## src/rtl/stream_pkg.sv

```systemverilog
`default_nettype none
// ============================================================================
// Module   : stream_pkg
// Brief    : Shared types, default lane/length widths and keep helper for
//            the stream packet generator and resizer benches.
// Revision : 1.0
// ============================================================================
package stream_pkg;

    localparam int STREAM_KEEP_WIDTH = 2;
    localparam int STREAM_DATA_WIDTH = 4;
    localparam int STREAM_LEN_WIDTH  = 8;
    localparam int STREAM_CNT_WIDTH  = 16;

    typedef enum logic [0:0] {
        IDLE = 1'b0,
        SEND = 1'b1
    } state_t;

    // Contiguous-from-LSB keep for the remaining element count.
    function automatic logic [STREAM_KEEP_WIDTH-1:0] keep_mask(
        input logic [STREAM_LEN_WIDTH-1:0] remain
    );
        logic [STREAM_KEEP_WIDTH-1:0] mask;
        mask = '0;
        for (int k = 0; k < STREAM_KEEP_WIDTH; k++) begin
            if (int'(remain) > k) mask[k] = 1'b1;
        end
        return mask;
    endfunction

endpackage : stream_pkg
`default_nettype wire

```

## src/rtl/stream_pkt_gen.sv

```systemverilog
`default_nettype none
// ============================================================================
// Module   : stream_pkt_gen
// Brief    : Command-driven multi-lane stream packet source with incrementing
//            data, generated keep/last and valid/ready backpressure.
// Revision : 1.0
// ============================================================================
module stream_pkt_gen
    import stream_pkg::*;
#(
    parameter int KEEP_WIDTH   = STREAM_KEEP_WIDTH,
    parameter int T_DATA_WIDTH = STREAM_DATA_WIDTH,
    parameter int LEN_WIDTH    = STREAM_LEN_WIDTH,
    parameter int CNT_WIDTH    = STREAM_CNT_WIDTH
) (
    input  logic                    clk,
    input  logic                    rst_n,
    input  logic                    cmd_valid_i,
    output logic                    cmd_ready_o,
    input  logic [LEN_WIDTH-1:0]    cmd_len_i,
    input  logic [T_DATA_WIDTH-1:0] cmd_seed_i,
    output logic                    m_valid_o,
    input  logic                    m_ready_i,
    output logic                    m_last_o,
    output logic [KEEP_WIDTH-1:0]   m_keep_o,
    output logic [T_DATA_WIDTH-1:0] m_data_o [KEEP_WIDTH],
    output logic                    busy_o,
    output logic                    done_o,
    output logic [CNT_WIDTH-1:0]    pkt_cnt_o
);

    localparam logic [LEN_WIDTH-1:0]    LEN_STEP  = LEN_WIDTH'(KEEP_WIDTH);
    localparam logic [T_DATA_WIDTH-1:0] DATA_STEP = T_DATA_WIDTH'(KEEP_WIDTH);

    state_t                  state;
    state_t                  state_d;
    logic [LEN_WIDTH-1:0]    remain;
    logic [LEN_WIDTH-1:0]    remain_d;
    logic [T_DATA_WIDTH-1:0] next_val;
    logic [T_DATA_WIDTH-1:0] next_val_d;
    logic                    load_beat;
    logic                    clear_beat;
    logic                    done_d;
    logic                    cnt_inc;
    logic [KEEP_WIDTH-1:0]   lane_keep;
    logic                    lane_last;

    always_ff @(posedge clk or negedge rst_n) begin
        if (!rst_n) state <= IDLE;
        else        state <= state_d;
    end

    // The beat for the upcoming cycle is computed from the post-update
    // remain/next, so every m_* output comes straight from a flop.
    always_comb begin
        state_d    = state;
        remain_d   = remain;
        next_val_d = next_val;
        load_beat  = 1'b0;
        clear_beat = 1'b0;
        done_d     = 1'b0;
        cnt_inc    = 1'b0;
        case (state)
            IDLE: begin
                if (cmd_valid_i) begin
                    if (cmd_len_i == '0) begin
                        done_d = 1'b1;
                    end else begin
                        state_d    = SEND;
                        remain_d   = cmd_len_i;
                        next_val_d = cmd_seed_i;
                        load_beat  = 1'b1;
                    end
                end
            end
            SEND: begin
                if (m_ready_i) begin
                    if (m_last_o) begin
                        state_d    = IDLE;
                        clear_beat = 1'b1;
                        done_d     = 1'b1;
                        cnt_inc    = 1'b1;
                    end else begin
                        remain_d   = remain - LEN_STEP;
                        next_val_d = next_val + DATA_STEP;
                        load_beat  = 1'b1;
                    end
                end
            end
            default: state_d = IDLE;
        endcase
    end

    assign lane_last   = (remain_d <= LEN_STEP);
    assign cmd_ready_o = (state == IDLE);
    assign m_valid_o   = (state == SEND);
    assign busy_o      = (state == SEND);

    generate
        for (genvar k = 0; k < KEEP_WIDTH; k++) begin : g_lane
            localparam logic [LEN_WIDTH-1:0]    LANE_IDX = LEN_WIDTH'(k);
            localparam logic [T_DATA_WIDTH-1:0] LANE_OFS = T_DATA_WIDTH'(k);
            logic [T_DATA_WIDTH-1:0] lane_data_q;

            assign lane_keep[k] = (LANE_IDX < remain_d);

            always_ff @(posedge clk or negedge rst_n) begin
                if (!rst_n) begin
                    lane_data_q <= '0;
                end else if (load_beat) begin
                    lane_data_q <= lane_keep[k] ? (next_val_d + LANE_OFS) : '0;
                end else if (clear_beat) begin
                    lane_data_q <= '0;
                end
            end

            assign m_data_o[k] = lane_data_q;
        end
    endgenerate

    always_ff @(posedge clk or negedge rst_n) begin
        if (!rst_n) begin
            remain    <= '0;
            next_val  <= '0;
            m_last_o  <= 1'b0;
            m_keep_o  <= '0;
            done_o    <= 1'b0;
            pkt_cnt_o <= '0;
        end else begin
            remain   <= remain_d;
            next_val <= next_val_d;
            done_o   <= done_d;
            if (cnt_inc) pkt_cnt_o <= pkt_cnt_o + 1'b1;
            if (load_beat) begin
                m_last_o <= lane_last;
                m_keep_o <= lane_keep;
            end else if (clear_beat) begin
                m_last_o <= 1'b0;
                m_keep_o <= '0;
            end
        end
    end

endmodule : stream_pkt_gen
`default_nettype wire

```

## config.mk

```make
export PLATFORM = sky130hd
export DESIGN_NAME = stream_pkt_gen
export DESIGN_NICKNAME = d
export VERILOG_FILES = /design/src/rtl/stream_pkg.sv /design/src/rtl/stream_pkt_gen.sv
export SDC_FILE = /design/constraint.sdc
export NUM_CORES = 1
export LEC_CHECK = 0
export ABC_AREA = 1
export BUFFER_PORTS_ARGS = -buffer_cell sky130_fd_sc_hd__buf_2
export CAP_MARGIN = 20
export CORE_MARGIN = 2
export CORE_UTILIZATION = 50
export CTS_CLUSTER_SIZE = 20
export DETAILED_ROUTE_END_ITERATION = 7
export MAX_ROUTING_LAYER = met4
export PLACE_DENSITY = 0.83
export RECOVER_POWER = 25
export SYNTH_ARGS = -nofsm -noshare
export SYNTH_HDL_FRONTEND = slang
export SYNTH_SLANG_ARGS = --single-unit
```

## constraint.sdc

```tcl
create_clock -name clk -period 2.2 [get_ports clk]
set_input_delay 0.33 -clock clk [delete_from_list [all_inputs] [get_ports clk]]
set_output_delay 0.33 -clock clk [all_outputs]
set_load 0.05 [all_outputs]
```

; ---- Word level (Yosys, flattened, before mapping)
; Cells that the tools add are included.
[totals]
reg_bits = 41
inputBits = 16
out_inout_bits = 31
elab_cells = 51
[classes]
add_sub_neg = 4
order_cmp = 3
n_mux = 32
bitwise_logic = 1
reduce_logical = 2
[ops]
columns = cell, count
row1 = 2-to-1 mux 4 bit, 9
row2 = 2-to-1 mux 8 bit, 4
row3 = adder 16 x 1 -> 16 bit (second input constant), 1
row4 = less-than comparator 1 x 8 -> 1 bit (first input constant), 2
row5 = case mux 8 bit (2 select lines), 1
row6 = 2-to-1 mux 1 bit, 12
row7 = less-or-equal comparator 8 x 2 -> 1 bit (second input constant), 1
row8 = logical NOT 8 bit, 1
row9 = case mux 4 bit (2 select lines), 1
row10 = subtractor 8 x 2 -> 8 bit (second input constant), 1
row11 = case mux 1 bit (2 select lines), 3
row12 = adder 4 x 1 -> 4 bit (second input constant), 1
row13 = adder 4 x 2 -> 4 bit (second input constant), 1
row14 = 2-to-1 mux 2 bit, 2
row15 = nonzero test 2 bit, 1
row16 = NOT 1 bit, 1

; ---- Depth between registers and ports, before layout
; Gate-level depths: netlist of the first run.
[depth]
ltp_word = 7
depth_mapped = 14

; ---- Worst setup path after synthesis of the first run
; No wires, ideal clock.
[synth_path]
path_type = register to register
start = register state, in the netlist busy_o
end = register g_lane[1].lane_data_q[3]
setup_time_ns = 0.118
arrival_ns = 1.863
setup_slack_ns = 0.220
stages_incl_launch_ff = 12
n_path_buf = 0
path_cell_list = dfrtp_1 inv_2 nand2_4 inv_4 o21ai_4 or2_2 nand2_2 nor2_1 nand2_1 nand2_1 nand3_1 nand2_1
[synth_between]
elab_chain_cells = 5
elab_cells_between_ends = 10
cone_classes = add/sub: 1 / order compare: 1 / mux: 6 / bitwise: 1 / reduce/logical: 1
[synth_rtl]
columns = element, line_no
row1 = start: declaration, stream_pkt_gen.sv:35  ; state_t state;
row2 = start signal: assignment, stream_pkt_gen.sv:50  ; else state <= state_d;
row3 = NOT 1 bit *, -
row4 = net cmd_ready_o, stream_pkt_gen.sv:19  ; output logic cmd_ready_o,
row5 = case mux 8 bit (2 select lines) or case mux 4 bit (2 select lines) (tied branches), stream_pkt_gen.sv:63  ; case (state)
row6 = less-than comparator 1 x 8 -> 1 bit or adder 4 x 1 -> 4 bit (tied branches), "stream_pkt_gen.sv:105, stream_pkt_gen.sv:111"
row7 = 2-to-1 mux 4 bit, stream_pkt_gen.sv:111  ; lane_data_q <= lane_keep[k] ? (next_val_d + LANE_OFS) : '0;
row8 = 2-to-1 mux 4 bit, stream_pkt_gen.sv:110  ; end else if (load_beat) begin
row9 = end signal: assignment, stream_pkt_gen.sv:111
row10 = end: declaration, stream_pkt_gen.sv:103  ; logic [T_DATA_WIDTH-1:0] lane_data_q;
; The timed path passes the listed nets; every way through them passes the cells marked *.
; A chain may end at the register's enable or synchronous reset.

; ---- Worst setup path after layout of the first run
[layout_path]
start = register remain[1]
end = register g_lane[0].lane_data_q[0]
[layout_between]
elab_chain_cells = 7
elab_cells_between_ends = 9
cone_classes = add/sub: 1 / order compare: 1 / mux: 7
[layout_rtl]
columns = element, line_no
row1 = start: declaration, stream_pkt_gen.sv:37  ; logic [LEN_WIDTH-1:0] remain;
row2 = start signal: assignment, stream_pkt_gen.sv:130  ; remain <= remain_d;
row3 = subtractor 8 x 2 -> 8 bit, stream_pkt_gen.sv:84  ; remain_d = remain - LEN_STEP;
row4 = 2-to-1 mux 8 bit, stream_pkt_gen.sv:78  ; if (m_last_o) begin
row5 = 2-to-1 mux 8 bit, stream_pkt_gen.sv:77  ; if (m_ready_i) begin
row6 = case mux 8 bit (2 select lines), stream_pkt_gen.sv:63
row7 = net remain_d[5], stream_pkt_gen.sv:38  ; logic [LEN_WIDTH-1:0] remain_d;
row8 = less-than comparator 1 x 8 -> 1 bit, stream_pkt_gen.sv:105  ; assign lane_keep[k] = (LANE_IDX < remain_d);
row9 = 2-to-1 mux 4 bit, stream_pkt_gen.sv:111
row10 = 2-to-1 mux 4 bit, stream_pkt_gen.sv:110
row11 = end signal: assignment, stream_pkt_gen.sv:111
row12 = end: declaration, stream_pkt_gen.sv:103
; The timed path passes the listed nets, and every way through them passes these cells.

==> metrics, run 1 <==
outcome=finished clean; Yosys reg bits=41; Longest Clk Path Bufs=2; Inst Count DP=359; post-route clock period utilization=0.851; clk_skew=0.0106 ns; input/output buffers=46; maximum capacitance violations=0; post-synth net total=280; Ys Warns=0; reg2reg path depth=13; initial antenna violation count=0; sequential share of the synthesized area=0.444; Critical Path Sink Type=flop; Post-CTS Setup Repair Bufs=0; clock slew seen by the registers of the worst setup and hold paths=0.08 ns; Die Ht=72.0 um; P_leak=approximately 1.5 nW; vias per cell=5.23; first-pass GRT wire length=around 8700 um; most common cell after layout, fill and taps aside=nand2_1; synthesized instance count=between 200 and 300; reg2reg start=remain[1]$_DFF_PN0_; Hold Path End=remain[5]$_DFF_PN0_; Vias=around 1,900; worst slew pin tran=1.18 ns; Post-Layout Inst Area=0.00271 mm2; largest net degree at the start of global routing=24; H-tree Lvls=2; Critical Path Source Type=flop; area grow syn2layout=17.4%; type of the worst setup path=reg -> reg; Clock Latency Late Sink=between 0.2 and 0.3 ns; area of the multi-input gates=0.00114 mm2; TritonCTS clock tree=done; FMAX=534 MHz; RR Endpoint=g_lane[0].lane_data_q[0]$_DFFE_PN0P_; die width=72.0 um; Reg area=0.00103 mm2; critical path data required time=2.39 ns; TritonCTS Sinks=41; Wirelength per Cell=13.5 um; HP Class=in -> reg; CTS root buffer=clkbuf_8; die footprint=roughly 0.0052 mm2; total global routing overflow=0; total CTS buffers=5; fill count=371; Hold Crit Depth=3; final WL=roughly 5000 um; antenna cell count=0; final std cells w/o fill=between 300 and 400; post-route ant nets=0; Initial Utilization=0.523; CP max FO=5; GP Congestion=0.873; Post-CTS Resized=0; FF-to-FF setup slack=0.33 ns; drt initial violations=97; arrival time worst endpoint=2.06 ns; hold_sp=cmd_len_i[5]; Final Critical Period=1.87 ns; vias in the first global route=about 1,900; relative slew slack=0.216; Slew Viols, Final=0; Avg Inst Size Synth=8.88 um2; unrepaired setup endpoints after global routing=no; Setup crit start=remain[1]$_DFF_PN0_; nets=335; Core Area=0.00441 mm2; DP Area=0.00261 mm2; commonest non-fill, non-tap cells in the layout=67 x nand2_1, 45 x buf_2, 41 x dfrtp_1; final setup vio count=0; setup TNS=0 ns; Peak VDD IR=a little under 700 uV; # DRC=0; Boundary Pins=47; TritonRoute pass-1 iters=4; P per Cell Area=1400 mW/mm2; synthesized cell area=0.00231 mm2; row count=24; GRT Overall Usage=0.222; Total Power=approximately 3.8 mW; Hold Vio Cnt, Final=0; post-synth cell types=37; DPL Wire Length=3770 um; share of cells above drive strength 1=0.313
-- worst max-delay path: stages, from the launching register on --
cell	delay (ns)
dfrtp_1	0.41
inv_1	0.11
ha_1	0.19
inv_1	0.05
nor2_1	0.16
nand2_4	0.07
o21ai_2	0.10
nand2_1	0.05
nand2_1	0.07
nand3_2	0.10
nor2_4	0.14
nand3_2	0.15
nand3_1	0.10
nand2_1	0.05
-- per-stage QoR --
step | hold slack [ns] | utilization | worst slack [ns]
after CTS | 0.317 | 0.616 | 0.322
after global routing | 0.339 | 0.615 | 0.110
after global placement | 0.327 | 0.592 | 0.349
final | 0.321 | 0.615 | 0.328
after floorplan | 0.0344 | - | 0.220
after detailed placement | 0.324 | 0.592 | 0.347
-- worst max-delay path by stage --
stage / end / slack [ns] / cells after the start
2_1_floorplan: g_lane[1].lane_data_q[3]$_DFFE_PN0P_ / 0.22 / 11
3_3_place_gp: g_lane[0].lane_data_q[0]$_DFFE_PN0P_ / 0.35 / 13
3_5_place_dp: g_lane[0].lane_data_q[1]$_DFFE_PN0P_ / 0.35 / 13
4_1_cts: g_lane[0].lane_data_q[1]$_DFFE_PN0P_ / 0.32 / 13
5_1_grt: remain[2]$_DFF_PN0_ / 0.11 / 3
6_report: g_lane[0].lane_data_q[0]$_DFFE_PN0P_ / 0.33 / 13
-- per-layer routing --
| metal | track usage | routed length (um) |
|---|---|---|
| met1 | 0.291 | 2200 |
| met4 | 0.0629 | 74 |
| met5 | - | 0 |
| met2 | 0.350 | 2470 |
| met3 | 0.0514 | 234 |
-- cells by family after synthesis --
kind of cell | Yosys count | synth area share
compound gates | 16 | 0.0509
xor+xnor | 16 | 0.0607
fa+ha+maj | 4 | 0.0217
buf+inv | 32 | 0.0612
flops | 41 | 0.444
simple gates | 151 | 0.361
-- what timing repair did --
action / in CTS / in global routing
endpoints found under the setup margin: 0 / 0
hold buffers: 1 / 0
hold endpoints to repair: 15 / 0
-- cell usage after synthesis (all sizes together) --
cell type  count  share of area
nand2         79           0.15
dfrtp         41           0.44
nand3         32          0.082
inv           28          0.048
nor2          23          0.062
xor2          10          0.038
o21ai          9          0.029
nand4          8          0.035
xnor2          6          0.023
buf            4          0.014
ha             4          0.022
a21boi         3          0.011
nor3           3         0.0087
a21oi          2         0.0043
nand3b         2         0.0065
nor4           2          0.012
a22oi          1         0.0033
a31oi          1         0.0027
and3           1         0.0027
or2            1         0.0027
-- sequential cells by signal (all words and copies together) (netlist names) --
name / count
done_o: 1
g_lane.lane_data_q: 8
remain: 8
m_keep_o: 2
m_last_o: 1
busy_o: 1
next_val: 4
pkt_cnt_o: 16
-- power by group --
| part | internal, mW | switching, mW |
|---|---|---|
| Clock | 0.254 | 0.263 |
| Sequential | 1.00 | 0.192 |
| Combinational | 0.608 | 1.49 |
| Total | 1.86 | 1.94 |
-- cell type report --
| cell class | count | area share |
|---|---|---|
| Timing Repair Buffer | 52 | 0.101 |
| Inverter | 28 | 0.0406 |
| Sequential cell | 41 | 0.378 |
| Clock inverter | 2 | 0.00507 |
| Multi-Input combinational cell | 187 | 0.421 |
| Tap cell | 52 | 0.0240 |
| Clock buffer | 6 | 0.0304 |
Note: power is estimated with default switching activity, not from simulation.
==> run 2, diff against run 1 <==
==> constraint.sdc (replaced) <==
create_clock -name clk -period 2.2 [get_ports clk]
set_input_delay 0.44 -clock clk [delete_from_list [all_inputs] [get_ports clk]]
set_output_delay 0.44 -clock clk [all_outputs]
set_load 0.05 [all_outputs]
==> run 2 against run 1 <==
Critical path type unchanged. Largest power group unchanged. Final cell count down 0.54%. Wire length down 7.8%. Highest routed layer unchanged. Fmax down 0.61%. Clock skew up 0.00075 ns.
==> metrics, run 2 (synthesis gave the netlist of run 1 again) <==
Longest Clk Path Bufs=2; GRT Overall Usage=0.204; Top cell by count, worst path=nand2_1; Die Ht=~72 um; commonest non-fill, non-tap cells in the layout=67 x nand2_1, 46 x buf_2, 41 x dfrtp_1; Core Area=0.00441 mm2; unrepaired setup endpoints after global routing=no; row count=24; largest registers in the final layout=pkt_cnt_o x16, g_lane.lane_data_q x8, remain x8; largest net degree at the start of global routing=42; Post-CTS Resized=0; setup TNS=0 ns; nets=333; share of cells above drive strength 1=0.318; post-route clock period utilization=0.856; Hold Vio Cnt, Final=0; clock slew seen by the registers of the worst setup and hold paths=approximately 0.080 ns; area grow syn2layout=17.8%; drt initial violations=93; H-tree Lvls=2; TritonCTS clock tree=done; Critical Path Sink Type=flop; TritonCTS Sinks=41; antenna cell count=0; critical path's top delay family=compound AO/OA/AOI/OAI gates; vias per cell=a little over 5; die width=72.0 um; Largest Register=pkt_cnt_o; Post-CTS Setup Repair Bufs=0; Vias=between 1,500 and 2,000; Slew Viols, Final=0; Clock Latency Late Sink=0.30 ns; vias in the first global route=1,896; outcome=finished clean; Wirelength per Cell=12.5 um; final WL=4590 um; final setup vio count=0; arrival time worst endpoint=2.08 ns; Crit path depth=10; Peak VDD IR=660 uV; TritonRoute pass-1 iters=4; CP max FO=10; relative slew slack=0.359; DP Area=0.00260 mm2; Boundary Pins=47; die footprint=0.00518 mm2; most common cell after layout, fill and taps aside=nand2_1; HP Class=in -> async; Post-Layout Inst Area=around 0.0027 mm2; P_leak=1.48 nW; clk_skew=0.0113 ns; CP cell instances=inv_2 -> nand2_4 -> inv_4 -> o21ai_4 -> o21ai_2 -> nand2_1 -> o21ai_0 -> nand2_1 -> nand3_1 -> nand2_1; post-route ant nets=0; input/output buffers=46; Buf/Inv on CP=2; Critical Path Source Type=flop; total CTS buffers=5; Critical-path top delay cell=dfrtp_1; # DRC=0; RR Endpoint=g_lane[1].lane_data_q[3]$_DFFE_PN0P_; Total Power=3.89 mW; CTS root buffer=clkbuf_8; reg2reg start=busy_o$_DFF_PN0_; Largest register FFs=16; CP peak stage delay=~0.48 ns; DPL Wire Length=3560 um; FMAX=531 MHz; reg2reg path depth=10; GP Congestion=roughly 0.96; P per Cell Area=roughly 1400 mW/mm2; first-pass GRT wire length=between 8000 and 9000 um; total global routing overflow=0; hold-fix buffers at CTS=0; type of the worst setup path=reg -> reg; worst slew pin tran=about 0.96 ns; Final Critical Period=1.88 ns; FF-to-FF setup slack=about 0.32 ns; Initial Utilization=0.523; critical path data required time=2.40 ns; maximum capacitance violations=0; initial antenna violation count=0
run 2: changes by cell type in the layout (fill, tap and decap cells not counted), sizes merged:
cell,delta
clkbuf,-1
clkinvlp,+1
clkinv,-2
bufinv,+1
dlygate4sd3,-1
run 2: power by group:
group / switching, mW / internal, mW / leakage, nW
Clock: 0.257 / 0.369 / 0.0574
Combinational: 1.45 / 0.608 / 0.907
Sequential: 0.198 / 1.00 / 0.517
run 2: cell type report:
| cell class | count | area, um2 |
|---|---|---|
| inverters | 28 | 110 |
| repair buffers | 50 | 258 |
| fillers | 384 | 1690 |
| flip-flops and latches | 41 | 1030 |
| well taps | 52 | 65.1 |
| multi-input cells | 187 | 1140 |
| clock inverters | 2 | 37.5 |
| clock buffers | 6 | 82.6 |
run 2: metal layers:
| layer | part of all wire | vias to the layer above | global-route usage | routed length, um |
|---|---|---|---|---|
| met2 | 0.50 | 40 | 0.336 | 2300 |
| li1 | - | 943 | - | - |
| met5 | 0 | - | - | 0 |
| met4 | 0.019 | 0 | 0.0860 | 87 |
| met3 | 0.041 | 8 | 0.0431 | 186 |
| met1 | 0.44 | 876 | 0.245 | 2020 |
run 2: worst max path at each step:
stage                     startpoint                                    to
floorplan           busy_o$_DFF_PN0_  g_lane[1].lane_data_q[3]$_DFFE_PN0P_
global placement        cmd_len_i[7]  g_lane[1].lane_data_q[3]$_DFFE_PN0P_
detailed placement      cmd_len_i[7]  g_lane[1].lane_data_q[3]$_DFFE_PN0P_
CTS                 busy_o$_DFF_PN0_  g_lane[1].lane_data_q[3]$_DFFE_PN0P_
global route        busy_o$_DFF_PN0_  g_lane[1].lane_data_q[3]$_DFFE_PN0P_
finish              busy_o$_DFF_PN0_  g_lane[1].lane_data_q[3]$_DFFE_PN0P_
run 2: metrics by stage:
| step | cells | hold slack, ns | setup WS (ns) | util |
|---|---|---|---|---|
| 2_1_floorplan | 260 | 0.144 | 0.220 | - |
| 3_3_place_gp | 358 | 0.459 | 0.243 | 0.590 |
| 3_5_place_dp | 358 | 0.463 | 0.217 | 0.590 |
| 4_1_cts | 366 | 0.206 | 0.325 | 0.617 |
| 5_1_grt | 366 | 0.454 | 0.118 | 0.616 |
| 6_report | 366 | 0.364 | 0.316 | 0.616 |
